**src/rtl/traductor_bcd_secuencial_if.sv**
```systemverilog
// traductor_bcd_secuencial_if: start/ready handshake and result bus of the BCD converter
interface traductor_bcd_secuencial_if #(
    parameter int ANCHO   = 16,
    parameter int DIGITOS = 5
);
    logic                   inicio;
    logic [ANCHO-1:0]       cuenta;
    logic                   ocupado;
    logic                   listo;
    logic [4*DIGITOS-1:0]   digitos;
    logic                   desborde;
    modport master (output inicio, cuenta, input ocupado, listo, digitos, desborde);
    modport slave  (input inicio, cuenta, output ocupado, listo, digitos, desborde);
endinterface

```
**src/rtl/traductor_bcd_secuencial.sv**
```systemverilog
// traductor_bcd_secuencial: multi-cycle double-dabble binary to BCD converter
module traductor_bcd_secuencial #(
    parameter int ANCHO   = 16,
    parameter int DIGITOS = 5
) (
    input  logic clk,
    input  logic rst_n,
    traductor_bcd_secuencial_if.slave bus
);
    localparam int CW = $clog2(ANCHO + 1);
    typedef enum logic [1:0] {REPOSO, DESPLAZA, FIN} estado_t;
    estado_t              estado_q;
    logic [ANCHO-1:0]     desp_q;
    logic [4*DIGITOS-1:0] bcd_q;
    logic [4*DIGITOS-1:0] ajustado_d;
    logic [4*DIGITOS-1:0] digitos_q;
    logic [CW-1:0]        cnt_q;
    logic                 ovf_q;
    logic                 ocupado_q;
    logic                 listo_q;
    logic                 desborde_q;
    // Per-digit add-3 correction; each digit is a separate 4-bit add with no carry between digits
    for (genvar i = 0; i < DIGITOS; i++) begin : g_ajuste
        assign ajustado_d[4*i+:4] = (bcd_q[4*i+:4] >= 4'd5) ? bcd_q[4*i+:4] + 4'd3 : bcd_q[4*i+:4];
    end
    // Control FSM: capture, one shift per edge, then publish the result with a Listo pulse
    always_ff @(posedge clk or negedge rst_n) begin
        if (!rst_n) begin
            estado_q   <= REPOSO;
            desp_q     <= '0;
            bcd_q      <= '0;
            digitos_q  <= '0;
            cnt_q      <= '0;
            ovf_q      <= 1'b0;
            ocupado_q  <= 1'b0;
            listo_q    <= 1'b0;
            desborde_q <= 1'b0;
        end else begin
            listo_q <= 1'b0;
            case (estado_q)
                REPOSO: begin
                    if (bus.inicio) begin
                        desp_q    <= bus.cuenta;
                        bcd_q     <= '0;
                        ovf_q     <= 1'b0;
                        cnt_q     <= '0;
                        ocupado_q <= 1'b1;
                        estado_q  <= DESPLAZA;
                    end
                end
                DESPLAZA: begin
                    bcd_q  <= {ajustado_d[4*DIGITOS-2:0], desp_q[ANCHO-1]};
                    desp_q <= desp_q << 1;
                    ovf_q  <= ovf_q | ajustado_d[4*DIGITOS-1];
                    cnt_q  <= cnt_q + CW'(1);
                    if (cnt_q == CW'(ANCHO - 1)) estado_q <= FIN;
                end
                FIN: begin
                    digitos_q  <= bcd_q;
                    desborde_q <= ovf_q;
                    listo_q    <= 1'b1;
                    ocupado_q  <= 1'b0;
                    estado_q   <= REPOSO;
                end
                default: estado_q <= REPOSO;
            endcase
        end
    end
    assign bus.ocupado  = ocupado_q;
    assign bus.listo    = listo_q;
    assign bus.digitos  = digitos_q;
    assign bus.desborde = desborde_q;
endmodule

```
**src/flat_wrapper.sv**
```systemverilog
// flat-port wrapper written by rule: the top's interface ports become plain ports
module traductor_bcd_secuencial_flat 
#(
    parameter int ANCHO   = 16,
    parameter int DIGITOS = 5
)
  (clk, rst_n, bus_inicio, bus_cuenta, bus_ocupado, bus_listo, bus_digitos, bus_desborde);
  traductor_bcd_secuencial_if #(.ANCHO(ANCHO), .DIGITOS(DIGITOS)) bus_i ();
  input  logic clk;
  input  logic rst_n;
  input wire logic [$bits(bus_i.inicio)-1:0] bus_inicio;
  input wire logic [$bits(bus_i.cuenta)-1:0] bus_cuenta;
  output wire logic [$bits(bus_i.ocupado)-1:0] bus_ocupado;
  output wire logic [$bits(bus_i.listo)-1:0] bus_listo;
  output wire logic [$bits(bus_i.digitos)-1:0] bus_digitos;
  output wire logic [$bits(bus_i.desborde)-1:0] bus_desborde;
  assign bus_i.inicio = bus_inicio;
  assign bus_i.cuenta = bus_cuenta;
  assign bus_ocupado = bus_i.ocupado;
  assign bus_listo = bus_i.listo;
  assign bus_digitos = bus_i.digitos;
  assign bus_desborde = bus_i.desborde;
  traductor_bcd_secuencial #(.ANCHO(ANCHO), .DIGITOS(DIGITOS)) u_core (.clk(clk), .rst_n(rst_n), .bus(bus_i));
endmodule
```
**config.mk**
```make
export PLATFORM = sky130hd
export DESIGN_NAME = traductor_bcd_secuencial_flat
export DESIGN_NICKNAME = d
export VERILOG_FILES = /design/src/rtl/traductor_bcd_secuencial_if.sv /design/src/rtl/traductor_bcd_secuencial.sv /design/src/flat_wrapper.sv
export SDC_FILE = /design/constraint.sdc
export NUM_CORES = 1
export LEC_CHECK = 0
export ABC_AREA = 1
export CAP_MARGIN = 20
export CORE_MARGIN = 2
export CORE_UTILIZATION = 54
export DETAILED_ROUTE_END_ITERATION = 16
export PLACE_DENSITY_LB_ADDON = 0.2
export SLEW_MARGIN = 5
export SYNTH_ARGS = -nofsm -noshare
export SYNTH_HDL_FRONTEND = slang
export SYNTH_SLANG_ARGS = --single-unit
```
**constraint.sdc**
```tcl
create_clock -name clk -period 1.69 [get_ports clk]
set_clock_uncertainty 0.2 [all_clocks]
set_input_delay 0.169 -clock clk [delete_from_list [all_inputs] [get_ports clk]]
set_output_delay 0.169 -clock clk [all_outputs]
set_load 0.02 [all_outputs]
```
; After elaboration in Yosys (flattened, before gate mapping)
; Cells that the tools add are included.
[word_totals]
reg_bits = 67
latchBits = 0
ramBits = 0
mem_bits_ro = 0
inputBits = 19
wordCells = 51
memories = 0
[op_classes]
add_sub_neg = 6
mul = 0
n_div = 0
magnitude_cmp = 5
n_eq_ne = 5
shift = 0
muxes = 19
bitwise_logic = 1
n_reduce_logical = 6
[op_table]
columns = cell, n
row1 = case mux 20 bit (2 select lines), 1
row2 = case mux 16 bit (2 select lines), 1
row3 = adder 4 x 2 -> 4 bit (second input constant), 5
row4 = greater-or-equal comparator 4 x 3 -> 1 bit (second input constant), 5
row5 = 2-to-1 mux 20 bit, 1
row6 = 2-to-1 mux 4 bit, 5
row7 = 2-to-1 mux 16 bit, 1
row8 = case mux 5 bit (2 select lines), 1
row9 = AND reduction 2 bit, 3
row10 = adder 5 x 1 -> 5 bit (second input constant), 1
row11 = equality test 5 x 4 -> 1 bit (second input constant), 1
row12 = 2-to-1 mux 5 bit, 1
row13 = 2-to-1 mux 2 bit, 2
row14 = case mux 1 bit (2 select lines), 2
row15 = case mux 2 bit (2 select lines), 1
row16 = nonzero test 2 bit, 2
row17 = 2-to-1 mux 1 bit, 3
row18 = equality test 2 x 1 -> 1 bit (second input constant), 1
row19 = equality test 2 bit (second input constant), 1
row20 = logical NOT 2 bit, 1
row21 = != test 2 x 1 -> 1 bit (second input constant), 1
row22 = != test 2 bit (second input constant), 1
row23 = OR 1 bit, 1

; Logic depth before layout (Yosys ltp)
[logic_depth]
ltp_word = 4
mapped_depth = 8
mapped_depth_nobuf = 8

; Least setup slack after synthesis
; OpenSTA, ideal clock, no wires.
[synth_path]
kind = register -> register
from = register u_core.cnt_q[0]
to = register u_core.cnt_q[4]
arrival_ns = 1.112
slack_ns = 0.295
stages_incl_launch_ff = 6
path_buffers = 0
cell_sequence = dfrtp_1 > ha_1 > nand2_1 > nor2_1 > ha_1 > o22ai_1
[synth_via]
elab_chain_cells = 2
[synth_lines]
columns = element, line
row1 = "start, declared", traductor_bcd_secuencial.sv:17  ; logic [CW-1:0] cnt_q;
row2 = "start signal, assigned", traductor_bcd_secuencial.sv:55  ; cnt_q <= cnt_q + CW'(1);
row3 = adder 5 x 1 -> 5 bit, traductor_bcd_secuencial.sv:55
row4 = case mux 5 bit (2 select lines), traductor_bcd_secuencial.sv:40  ; case (estado_q)
; Every way passes these cells.
; A chain may end at the register's enable or synchronous reset.

; Worst setup path in the final report
[layout_path]
from = register u_core.listo_q (netlist: u_core.bus.listo)
to = output bus_listo
[layout_rtl]
columns = element, line
row1 = "start, declared", traductor_bcd_secuencial.sv:20  ; logic listo_q;
row2 = "start signal, assigned", traductor_bcd_secuencial.sv:36  ; listo_q <= 1'b0;
row3 = "start signal, assigned", traductor_bcd_secuencial.sv:39  ; listo_q <= 1'b0;
row4 = "start signal, assigned", traductor_bcd_secuencial.sv:61  ; listo_q <= 1'b1;
row5 = "end, declared", flat_wrapper.sv:14  ; output wire logic [$bits(bus_i.listo)-1:0] bus_listo;
; No word-level cell between the ends.

==> summary.md <==
| Metric | Value |
|---|---|
| Peak supply drop | 944 uV |
| Clock Pin Slew Worst Setup and Hold Paths | around 0.070 ns |
| Proportion of layout cells with a drive suffix above 1 | 7.16% |
| GPL Wtd Cong | about 0.83 |
| Starting Density | a little under three fifths |
| Layout Nets | 445 |
| Worst-Skew Late Latency | 0.34 ns |
| CTS buffer count | 9 |
| Clock buffer depth | 2 |
| Clk root buf | clkbuf_8 |
| Fillers | 430 |
| CTS tree | done |
| Die height | 79.7 um |
| Final Power | 7.14 mW |
| Setup crit end kind | output pin |
| Adder-Cell Fraction of Synth Area | under 10% |
| Final ANT Viol Nets | 0 |
| Die Area | 6360 um2 |
| PwrDens | 1860 nW/um2 |
| Largest family of logic cells by synthesized area | simple AND/OR/NAND/NOR gates |
| Crit-path slowest cell | clkdlybuf4s50_1 |
| Max-slew violation count | 0 |
| Area Growth Syn to Fin | 23.6% |
| Largest net degree at the start of global routing | 44 |
| Non-filler cells, final | about 490 |
| Post-synthesis mux area share | 0% |
| Xor/xnor share of the synthesized area | 0% |
| Synth warn | 0 |
| Leakage power | 2.03 nW |
| I/O Buffers | 41 |
| Avg WL per Cell | 12.8 um |
| Final hold vios | 0 |
| Mapped cell area | between 3000 and 4000 um2 |
| Initial antenna violation count | 0 |
| Vias after detailed routing | 2620 |
| Min Tclk post-route | 1.65 ns |
| Cell Count Post-Placement | 474 |
| DRC errors left | 0 |
| Top delay family on crit path | buffers and inverters |
| Max Cap Viol | 0 |
| Vias in the first global route | roughly 2500 |
| Highest achievable clock rate | 606 MHz |
| Crit Path Class | flip-flop to output pin |
| Total grt overflow | 0 |
| Core region area | 5510 um2 |
| Synth async-reset ratio | 100% |
| Synth Area in Simple Gates | 24.3% |
| Register area share after synthesis | 54.1% |
| Diodes inserted | 0 |
| Detailed Route Iter0 Violations | 210 |
| Status | finished clean |
| Worst Path Max Fanout | 1 |
| Unrepaired setup endpoints after global routing | no |
| Pre-Repair DR Iteration Count | 4 |
| Compound-gate portion of the synthesized area | approximately 11% |
| Post-synth EDFFs | 0 |
| Buf/Inv on CP | 1 |
| Worst-Margin Slew | about 0.57 ns |
| Startpoint types | flip-flop |
| First-pass GRT wire length | about 11000 um |
| Post-synth cell types | 18 |
| Final setup viols | 0 |
| Top Ports | 42 |
| GRT Overall Usage | ~22% |
| Placed cell area | 3600 um2 |
| Final Cycle Share | 97.7% |
| Clk sink count | 67 |
| HP Class | input pin to async pin |
| CP arrival | 1.28 ns |
| Vias per cell | 5.34 |
| Setup WS post-layout | 0.0392 ns |
| Synthesized instance count | 365 |
| FF+latch count, synth | 67 |
| Dpl ws | around 0.016 ns |
| Setup bufs post-CTS | 0 |
| Critical Path, Cell by Cell | clkdlybuf4s50_1 |
| Design Area, Final | 3830 um2 |
| Slew headroom | about three fifths |
| Drt total wl | 6310 um |
| Row count | 27 |
| Post-Syn Area per Cell | around 8.5 um2 |
| Post-DP HPWL | 4300 um |
| Net Count, Synth | 396 |
| Setup TNS | 0 ns |
| Die Wd | 79.7 um |
| Worst path max stage delay | 0.60 ns |
| H-tree levels | 3 |
| Prevailing post-synth register cell | dfrtp_1 |
| Worst Path Required | 1.32 ns |
==> per-layer routing <==
layer  vias up  share of wire (%)  GRT usage [%]
met4         0                1.6           10.2
li1       1306                  -              -
met1      1232                 48           28.7
met5         -                  0              0
met3        10                4.4           4.52
met2        72                 46           36.1
==> layout by cell type (no fill, tap or decap), drive strengths merged <==
| master | Yosys | layout |
|---|---|---|
| nand4 | 11 | 11 |
| a22o | 1 | 1 |
| ha | 12 | 12 |
| clkinv | 0 | 5 |
| nand2 | 101 | 101 |
| o21bai | 4 | 4 |
| o21ai | 40 | 40 |
| clkinvlp | 0 | 1 |
| dlymetal6s2s | 0 | 21 |
| buf | 9 | 9 |
| dlygate4sd3 | 0 | 1 |
| dfrtp | 67 | 67 |
| inv | 31 | 31 |
| clkbuf | 3 | 10 |
| o22ai | 16 | 16 |
| nand3 | 28 | 28 |
| nor2 | 42 | 42 |
| clkdlybuf4s50 | 0 | 19 |
==> power by group <==
group	switching (mW)	internal (mW)
Combinational	1.95	1.30
Sequential	0.479	2.31
Clock	0.585	0.519
Total	3.01	4.12
==> repair_timing <==
item	in CTS	in global routing
endpoints found under the hold margin	67	0
setup endpoints to repair	0	21
hold buffers	1	0
resized for setup	0	21
==> final timing paths <==
check                                         start                     to  slack (ns)  depth (start not counted)
worst max-delay path               u_core.bus.listo              bus_listo        0.04                          1
worst max register to register   u_core.estado_q[1]        u_core.cnt_q[2]        0.14                          5
min in group clk                      bus_cuenta[8]       u_core.desp_q[8]        0.21                          3
worst min register to register  u_core.bus.desborde    u_core.bus.desborde        0.27                          2
worst min-delay path                          rst_n  u_core.bus.digitos[9]        0.16                          3
max in group asynchronous                     rst_n        u_core.cnt_q[2]        0.66                          3
==> through the flow <==
step	util (%)	hold WS, ns
CTS	68.5	0.157
global placement	65.4	-0.0173
detailed placement	65.4	-0.0166
global route	69.5	0.190
floorplan	-	-0.327
finish	69.5	0.157
==> area by class of cell <==
class	count	area [um2]	share of cell area, %
sequential	67	1680	43.8
multi-input combinational	255	1240	32.5
timing repair buffer	50	541	14.1
clock buffer	10	128	3.34
inverter	31	116	3.04
tap	72	90.1	2.35
clock inverter	6	32.5	0.850
==> cells in the mapped netlist, types with 3 or more instances <==
library cell  number  area, um2
o21bai_1           4       30.0
o22ai_1           16        100
buf_2              7       35.0
o21ai_0           38        190
nand3_1           28        140
dfrtp_1           67       1680
inv_2              3       11.3
inv_1             28        105
nor2_1            41        154
ha_1              12        150
nand4_1           11       68.8
clkbuf_1           3       11.3
nand2_1           99        372
==> cell families (layout without fill, tap and decap cells) <==
logic type | Yosys count | after routing
and+or+nand+nor | 182 | 182
AOI/OAI and AO/OA | 61 | 61
buffers and inverters | 43 | 97
DFF | 67 | 67
adders and majority gates | 12 | 12
==> registers in the layout, indices dropped and copies added (netlist names) <==
signal               cells
u_core.bus.desborde      1
u_core.cnt_q             5
u_core.ovf_q             1
u_core.bus.listo         1
u_core.estado_q          2
u_core.bus.ocupado       1
u_core.desp_q           16
u_core.bcd_q            20
u_core.bus.digitos      20
No activity file was read; power rests on OpenSTA's default activity.
